File: config.mk
export PLATFORM = sky130hd
export DESIGN_NAME = controller_fsm
export DESIGN_NICKNAME = d
export VERILOG_FILES = /design/src/rtl/controller_fsm.sv
export SDC_FILE = /design/constraint.sdc
export NUM_CORES = 1
export LEC_CHECK = 0
export ABC_AREA = 1
export BUFFER_PORTS_ARGS = -buffer_cell sky130_fd_sc_hd__buf_2
export CORE_UTILIZATION = 37
export CTS_CLUSTER_DIAMETER = 100
export DETAILED_ROUTE_END_ITERATION = 10
export GPL_ROUTABILITY_DRIVEN = 0
export PLACE_DENSITY = 0.8
export REMOVE_ABC_BUFFERS = 1
export SLEW_MARGIN = 30
export SYNTH_ARGS = -nofsm -noshare
export SYNTH_HDL_FRONTEND = slang
export SYNTH_SLANG_ARGS = --single-unit
File: constraint.sdc
create_clock -name clock -period 2.1 [get_ports clock]
set_input_delay 0.21 -clock clock [delete_from_list [all_inputs] [get_ports clock]]
set_output_delay 0.21 -clock clock [all_outputs]
set_load 0.05 [all_outputs]
File: src/rtl/controller_fsm.sv
// Multi-cycle Moore control FSM for the 16-bit lab processor; outputs are combinational from state_q and the IR word.
// No handshake or backpressure: one state per clock, fixed 3/4-cycle instructions, HALT is terminal until reset.
module controller_fsm #(
    parameter int DATA_AW = 8,
    parameter int RF_AW   = 4
) (
    input  logic               clock,
    input  logic               reset,
    input  logic [15:0]        instruction,
    output logic               PC_clr,
    output logic               PC_up,
    output logic               IM_re,
    output logic               IR_ld,
    output logic [DATA_AW-1:0] D_addr,
    output logic               D_wr,
    output logic               RF_s,
    output logic [RF_AW-1:0]   RF_W_addr,
    output logic               RF_W_en,
    output logic [RF_AW-1:0]   RF_Ra_addr,
    output logic [RF_AW-1:0]   RF_Rb_addr,
    output logic [2:0]         ALU_s0,
    output logic [3:0]         state
);

    typedef enum logic [3:0] {
        S_INIT   = 4'd0,
        S_FETCH  = 4'd1,
        S_DECODE = 4'd2,
        S_NOOP   = 4'd3,
        S_LOAD_A = 4'd4,
        S_LOAD_B = 4'd5,
        S_STORE  = 4'd6,
        S_ADD    = 4'd7,
        S_SUB    = 4'd8,
        S_HALT   = 4'd9
    } state_t;

    localparam logic [2:0] ALU_PASS = 3'd0;
    localparam logic [2:0] ALU_ADD  = 3'd1;
    localparam logic [2:0] ALU_SUB  = 3'd2;

    state_t state_q;
    state_t state_d;

    logic [3:0]         opcode;
    logic [DATA_AW-1:0] ir_daddr;
    logic [RF_AW-1:0]   ir_r0;
    logic [RF_AW-1:0]   ir_r1;
    logic [RF_AW-1:0]   ir_r2;

    assign opcode   = instruction[15:12];
    assign ir_daddr = instruction[4 +: DATA_AW];
    assign ir_r0    = instruction[0 +: RF_AW];
    assign ir_r1    = instruction[4 +: RF_AW];
    assign ir_r2    = instruction[8 +: RF_AW];

    always_ff @(posedge clock) begin
        if (!reset) begin
            state_q <= S_INIT;
        end else begin
            state_q <= state_d;
        end
    end

    always_comb begin
        state_d = state_q;
        case (state_q)
            S_INIT:   state_d = S_FETCH;
            S_FETCH:  state_d = S_DECODE;
            S_DECODE: begin
                case (opcode)
                    4'd1:    state_d = S_STORE;
                    4'd2:    state_d = S_LOAD_A;
                    4'd3:    state_d = S_ADD;
                    4'd4:    state_d = S_SUB;
                    4'd5:    state_d = S_HALT;
                    default: state_d = S_NOOP;
                endcase
            end
            S_NOOP:   state_d = S_FETCH;
            S_LOAD_A: state_d = S_LOAD_B;
            S_LOAD_B: state_d = S_FETCH;
            S_STORE:  state_d = S_FETCH;
            S_ADD:    state_d = S_FETCH;
            S_SUB:    state_d = S_FETCH;
            S_HALT:   state_d = S_HALT;
            default:  state_d = S_INIT;
        endcase
    end

    always_comb begin
        PC_clr     = 1'b0;
        PC_up      = 1'b0;
        IM_re      = 1'b0;
        IR_ld      = 1'b0;
        D_addr     = '0;
        D_wr       = 1'b0;
        RF_s       = 1'b0;
        RF_W_addr  = '0;
        RF_W_en    = 1'b0;
        RF_Ra_addr = '0;
        RF_Rb_addr = '0;
        ALU_s0     = ALU_PASS;
        case (state_q)
            S_INIT: PC_clr = 1'b1;
            S_FETCH: begin
                IM_re = 1'b1;
                IR_ld = 1'b1;
                PC_up = 1'b1;
            end
            // LOAD_A spans the synchronous data-memory read; the write lands in LOAD_B.
            S_LOAD_A, S_LOAD_B: begin
                D_addr    = ir_daddr;
                RF_s      = 1'b1;
                RF_W_addr = ir_r0;
                RF_W_en   = (state_q == S_LOAD_B);
            end
            S_STORE: begin
                D_addr     = ir_daddr;
                RF_Ra_addr = ir_r0;
                D_wr       = 1'b1;
            end
            S_ADD, S_SUB: begin
                RF_Ra_addr = ir_r2;
                RF_Rb_addr = ir_r1;
                RF_W_addr  = ir_r0;
                RF_W_en    = 1'b1;
                ALU_s0     = (state_q == S_ADD) ? ALU_ADD : ALU_SUB;
            end
            default: ;
        endcase
    end

    assign state = state_q;

endmodule

; ---- Yosys cells after proc, flatten, opt, wreduce, memory -nomap -nowiden
; Index checks and enable logic that the tools add are counted.
[totals]
register_bits = 4
in_bits = 18
out_inout_bits = 34
word_cells = 34
[classes]
eq_ne = 14
mux = 13
n_reduce_logical = 6
[ops]
columns = cell, n
row1 = 4-bit one-hot mux with 5 select lines, 2
row2 = "4-bit by 3-bit == test with 1-bit output, second input constant", 6
row3 = "4-bit by 2-bit == test with 1-bit output, second input constant", 4
row4 = "4-bit by 1-bit == test with 1-bit output, second input constant", 2
row5 = "4-bit == test, second input constant", 2
row6 = 4-bit 2-to-1 mux, 2
row7 = 8-bit 2-to-1 mux, 1
row8 = 4-bit one-hot mux with 2 select lines, 1
row9 = 6-bit OR reduction, 1
row10 = 4-bit zero test, 1
row11 = 1-bit 2-to-1 mux, 4
row12 = 2-bit 2-to-1 mux, 2
row13 = 2-bit OR reduction, 2
row14 = 4-bit OR reduction, 1
row15 = 3-bit OR reduction, 1
row16 = 1-bit one-hot mux with 2 select lines, 1

; ---- Logic depth before layout (Yosys ltp)
[logic_depth]
word_depth = 3
depth_mapped = 9
ltp_nobuf = 9

; ---- Least setup slack after synthesis
; OpenSTA, ideal clock, no wires.
[synth_timing]
kind = reg-to-output
startpoint = register state_q[1], in the netlist state[1]
endpoint = output port RF_Ra_addr[1]
arrival_ns = 2.319
setup_slack_ns = -0.429
path_stages_with_launch = 6
path_buffers = 1
cell_sequence = dfxtp_1 -> buf_6 -> nand2_2 -> nor2_1 -> nand2_1 -> o21ai_0
[synth_via]
elab_chain_len = 3
word_cells_on_any_way = 5
cone_classes = eq/ne: 3 / mux: 1 / reduce/logical: 1
[synth_lines]
columns = element, line
row1 = start: declaration, 42  ; state_t state_q;
row2 = start signal: assignment, 61  ; state_q <= state_d;
row3 = 4-bit by 3-bit == test with 1-bit output / 4-bit == test (equally long branches), 104  ; case (state_q)
row4 = 2-bit OR reduction, --
row5 = 4-bit one-hot mux with 2 select lines *, 104
row6 = end: declaration, 19  ; output logic [RF_AW-1:0] RF_Ra_addr,
; Every way passes the cells marked *; elsewhere a longest branch is shown, timed or not.

; ---- Final worst setup path
[layout_timing]
startpoint = register state_q[1], in the netlist state[1]
endpoint = output port RF_W_addr[2]
[layout_via]
elab_chain_len = 3
word_cells_on_any_way = 6
cone_classes = eq/ne: 4 / mux: 1 / reduce/logical: 1
[layout_lines]
columns = element, line
row1 = 4-bit by 3-bit == test with 1-bit output / 4-bit == test (equally long branches), 104
row2 = 4-bit OR reduction (no source line) *, --
row3 = 4-bit 2-to-1 mux *, 104
row4 = end: declaration, 17  ; output logic [RF_AW-1:0] RF_W_addr,
; Marks and branches as above.

==> results.tsv <==
metric	value	unit
outcome	completed	
synthFlopType	dfxtp_1	
largest_register_ff_count	4	
post_drt_via_cell_ratio	4.51	
finalSetupViolCount	0	
p_total	0.423	mW
finClkSkew	3.84	ps
maxCapViolCount	0	
syn_to_final_growth	50.1	%
die-area	1540	sq um
yosys.area.top_type	inv_1	
clock_sink_count	4	
setup_bufs_post_cts	0	
design.final.nets	169	
power.density_cell_area	548	nW/um^2
drt_pass1_iterations	4	
place_hpwl	1210	um
layout-drive-gt1-share	0.423	
core.rowCount	13	
synth-seq-area-share	0.156	
timing.critical_path.from_type	register	
diodes	0	
worstPathMaxFanout	9	
finish.cell_count_without_fillers	164	
power.share.sequential	0.235	
power_frac_clock	0.230	
post-synth-top-area-fraction	0.168	
period_minus_slack	1850	ps
number_of_placed_instances_with_taps_included	161	
finalWorstSetupSlack	254	ps
maxSlewViolCount	0	
syn_avg_cell_area	5.14	sq um
post_cts.resized_instances	0	
synthTopCellsByArea	inv_1, dfxtp_1, nand2_1	
ys.warnings.count	0	
hold_class	primary input to register	
synthArstFlopShare	0	
mapped_area	514	sq um
wl_per_cell	8.69	um
yosys.cell_types.count	19	
finalHoldWorstSlack	247	ps
power.switching	0.220	mW
ios	52	
synth_cells	100	
achievable-frequency	0.542	GHz
tritoncts	done	
placement.setup.worst_slack	501	ps
fillCellCount	137	
multiInputGateArea	300	sq um
comb_power_share	0.535	
regArea	80.1	sq um
vdd.ir_drop.worst	281	uV
grt_antenna_before_repair	0	
track_usage	0.181	
clock_tree.buffer_depth	2	
crit_arrival	1640	ps
iteration_0_drc_markers	16	
vias_in_the_first_global_route	534	
power.static_leakage	0.569	nW
clk_pin_slew_worst_paths	40	ps
maximum_number_of_pins_on_one_net_before_global_route_repair	10	
cts_inserted_buffers	3	
p_int	0.203	mW
gr-total-overflow	0	
swShare	0.520	
worst_setup_path_end_kind	primary output	
chipWidth	39.3	um
routed-via-count	739	
die_y	39.3	um
grt_first_pass_wirelength	1930	um
layout.core_utilization	0.593	
cts_hold_buffers	0	
ant_nets	0	
crit_required	1890	ps
io_buffers	50	
clk_latency	240	ps
critical_path_class	register to primary output	
synth.ff_latch_count	4	
final.period_utilization	0.879	
routed_wl	1430	um
grt_setup_unrepaired	false	
synth_commonest_cells	inv_1, nand2_1, nor2_1, nand3_1	
core_area	1300	sq um
most_repeated_cell_in_the_gate_level_netlist_after_synthesis	inv_1	
h-tree-depth	1	
clockRootBuffer	clkbuf_4	
synth-edff-count	0	
remaining_drc_errors	0	
initial_util	0.395	
final_hold_viol_count	0	
==> stage by stage <==
stage | setup TNS [ps] | instance area, sq um
2_1_floorplan | -2330 | 480
3_3_place_gp | 0 | 749
3_5_place_dp | 0 | 749
4_1_cts | 0 | 772
5_1_grt | 0 | 772
6_report | 0 | 772
==> cell families (layout without fill, tap and decap cells) <==
group | count (synthesis) | in the layout | share of synthesized area
AND/OR/NAND/NOR | 53 | 53 | 0.448
buffers and inverters | 30 | 79 | 0.260
AO/OA/AOI/OAI | 12 | 12 | 0.129
other | 1 | 1 | 0.00729
flip-flops | 4 | 4 | 0.156
==> cell usage in the layout, fill, tap and decap left out <==
master,instances
nand2_2,4
conb_1,1
nor2_2,1
o21ai_1,2
nor2_4,1
nand3_1,8
o21ai_0,4
o21ai_2,1
nand2_1,20
clkbuf_4,3
nor3_1,1
buf_2,50
dfxtp_1,4
a21oi_1,4
inv_1,23
inv_4,1
nor2_1,18
inv_2,2
o211ai_1,1
==> area by class of cell <==
type | count | area share
clock buffers | 3 | 0.0292
inverters | 26 | 0.130
multi-input cells | 66 | 0.389
flip-flops and latches | 4 | 0.104
well taps | 15 | 0.0243
repair buffers | 50 | 0.324
==> critical path: stages, from the launching register on <==
cell and delay [ps]:
dfxtp_1 520, nand2_1 120, inv_1 80, nand2_2 60
nand2_2 70, inv_4 60, o21ai_2 90, nand2_1 80
inv_1 60, buf_2 250
==> path summary, 6_finish.rpt <==
path                            cells after the start     start           end  slack, ps
worst max-delay path                                9  state[1]  RF_W_addr[2]        250
worst min-delay path                                3     reset      state[3]        250
worst max register to register                      4  state[1]      state[2]        940
worst min register to register                      2  state[3]      state[3]        570
==> layer usage <==
| layer | GRT usage | part of all wire | vias up |
|---|---|---|---|
| met5 | 0 | 0 | - |
| met2 | 0.363 | 0.49 | 41 |
| li1 | - | - | 391 |
| met1 | 0.171 | 0.38 | 305 |
| met4 | 0.0948 | 0.0091 | 0 |
| met3 | 0.0284 | 0.12 | 2 |
==> power groups by stage <==
stage	combinational (mW)	sequential, mW	clock (mW)
finish	0.226	0.0995	0.0973
global route	0.244	0.102	0.103
CTS	0.228	0.0996	0.103
detailed placement	0.227	0.101	0
global placement	0.226	0.100	0
floorplan	0.145	0.125	0
(Power assumes the default switching activity.)
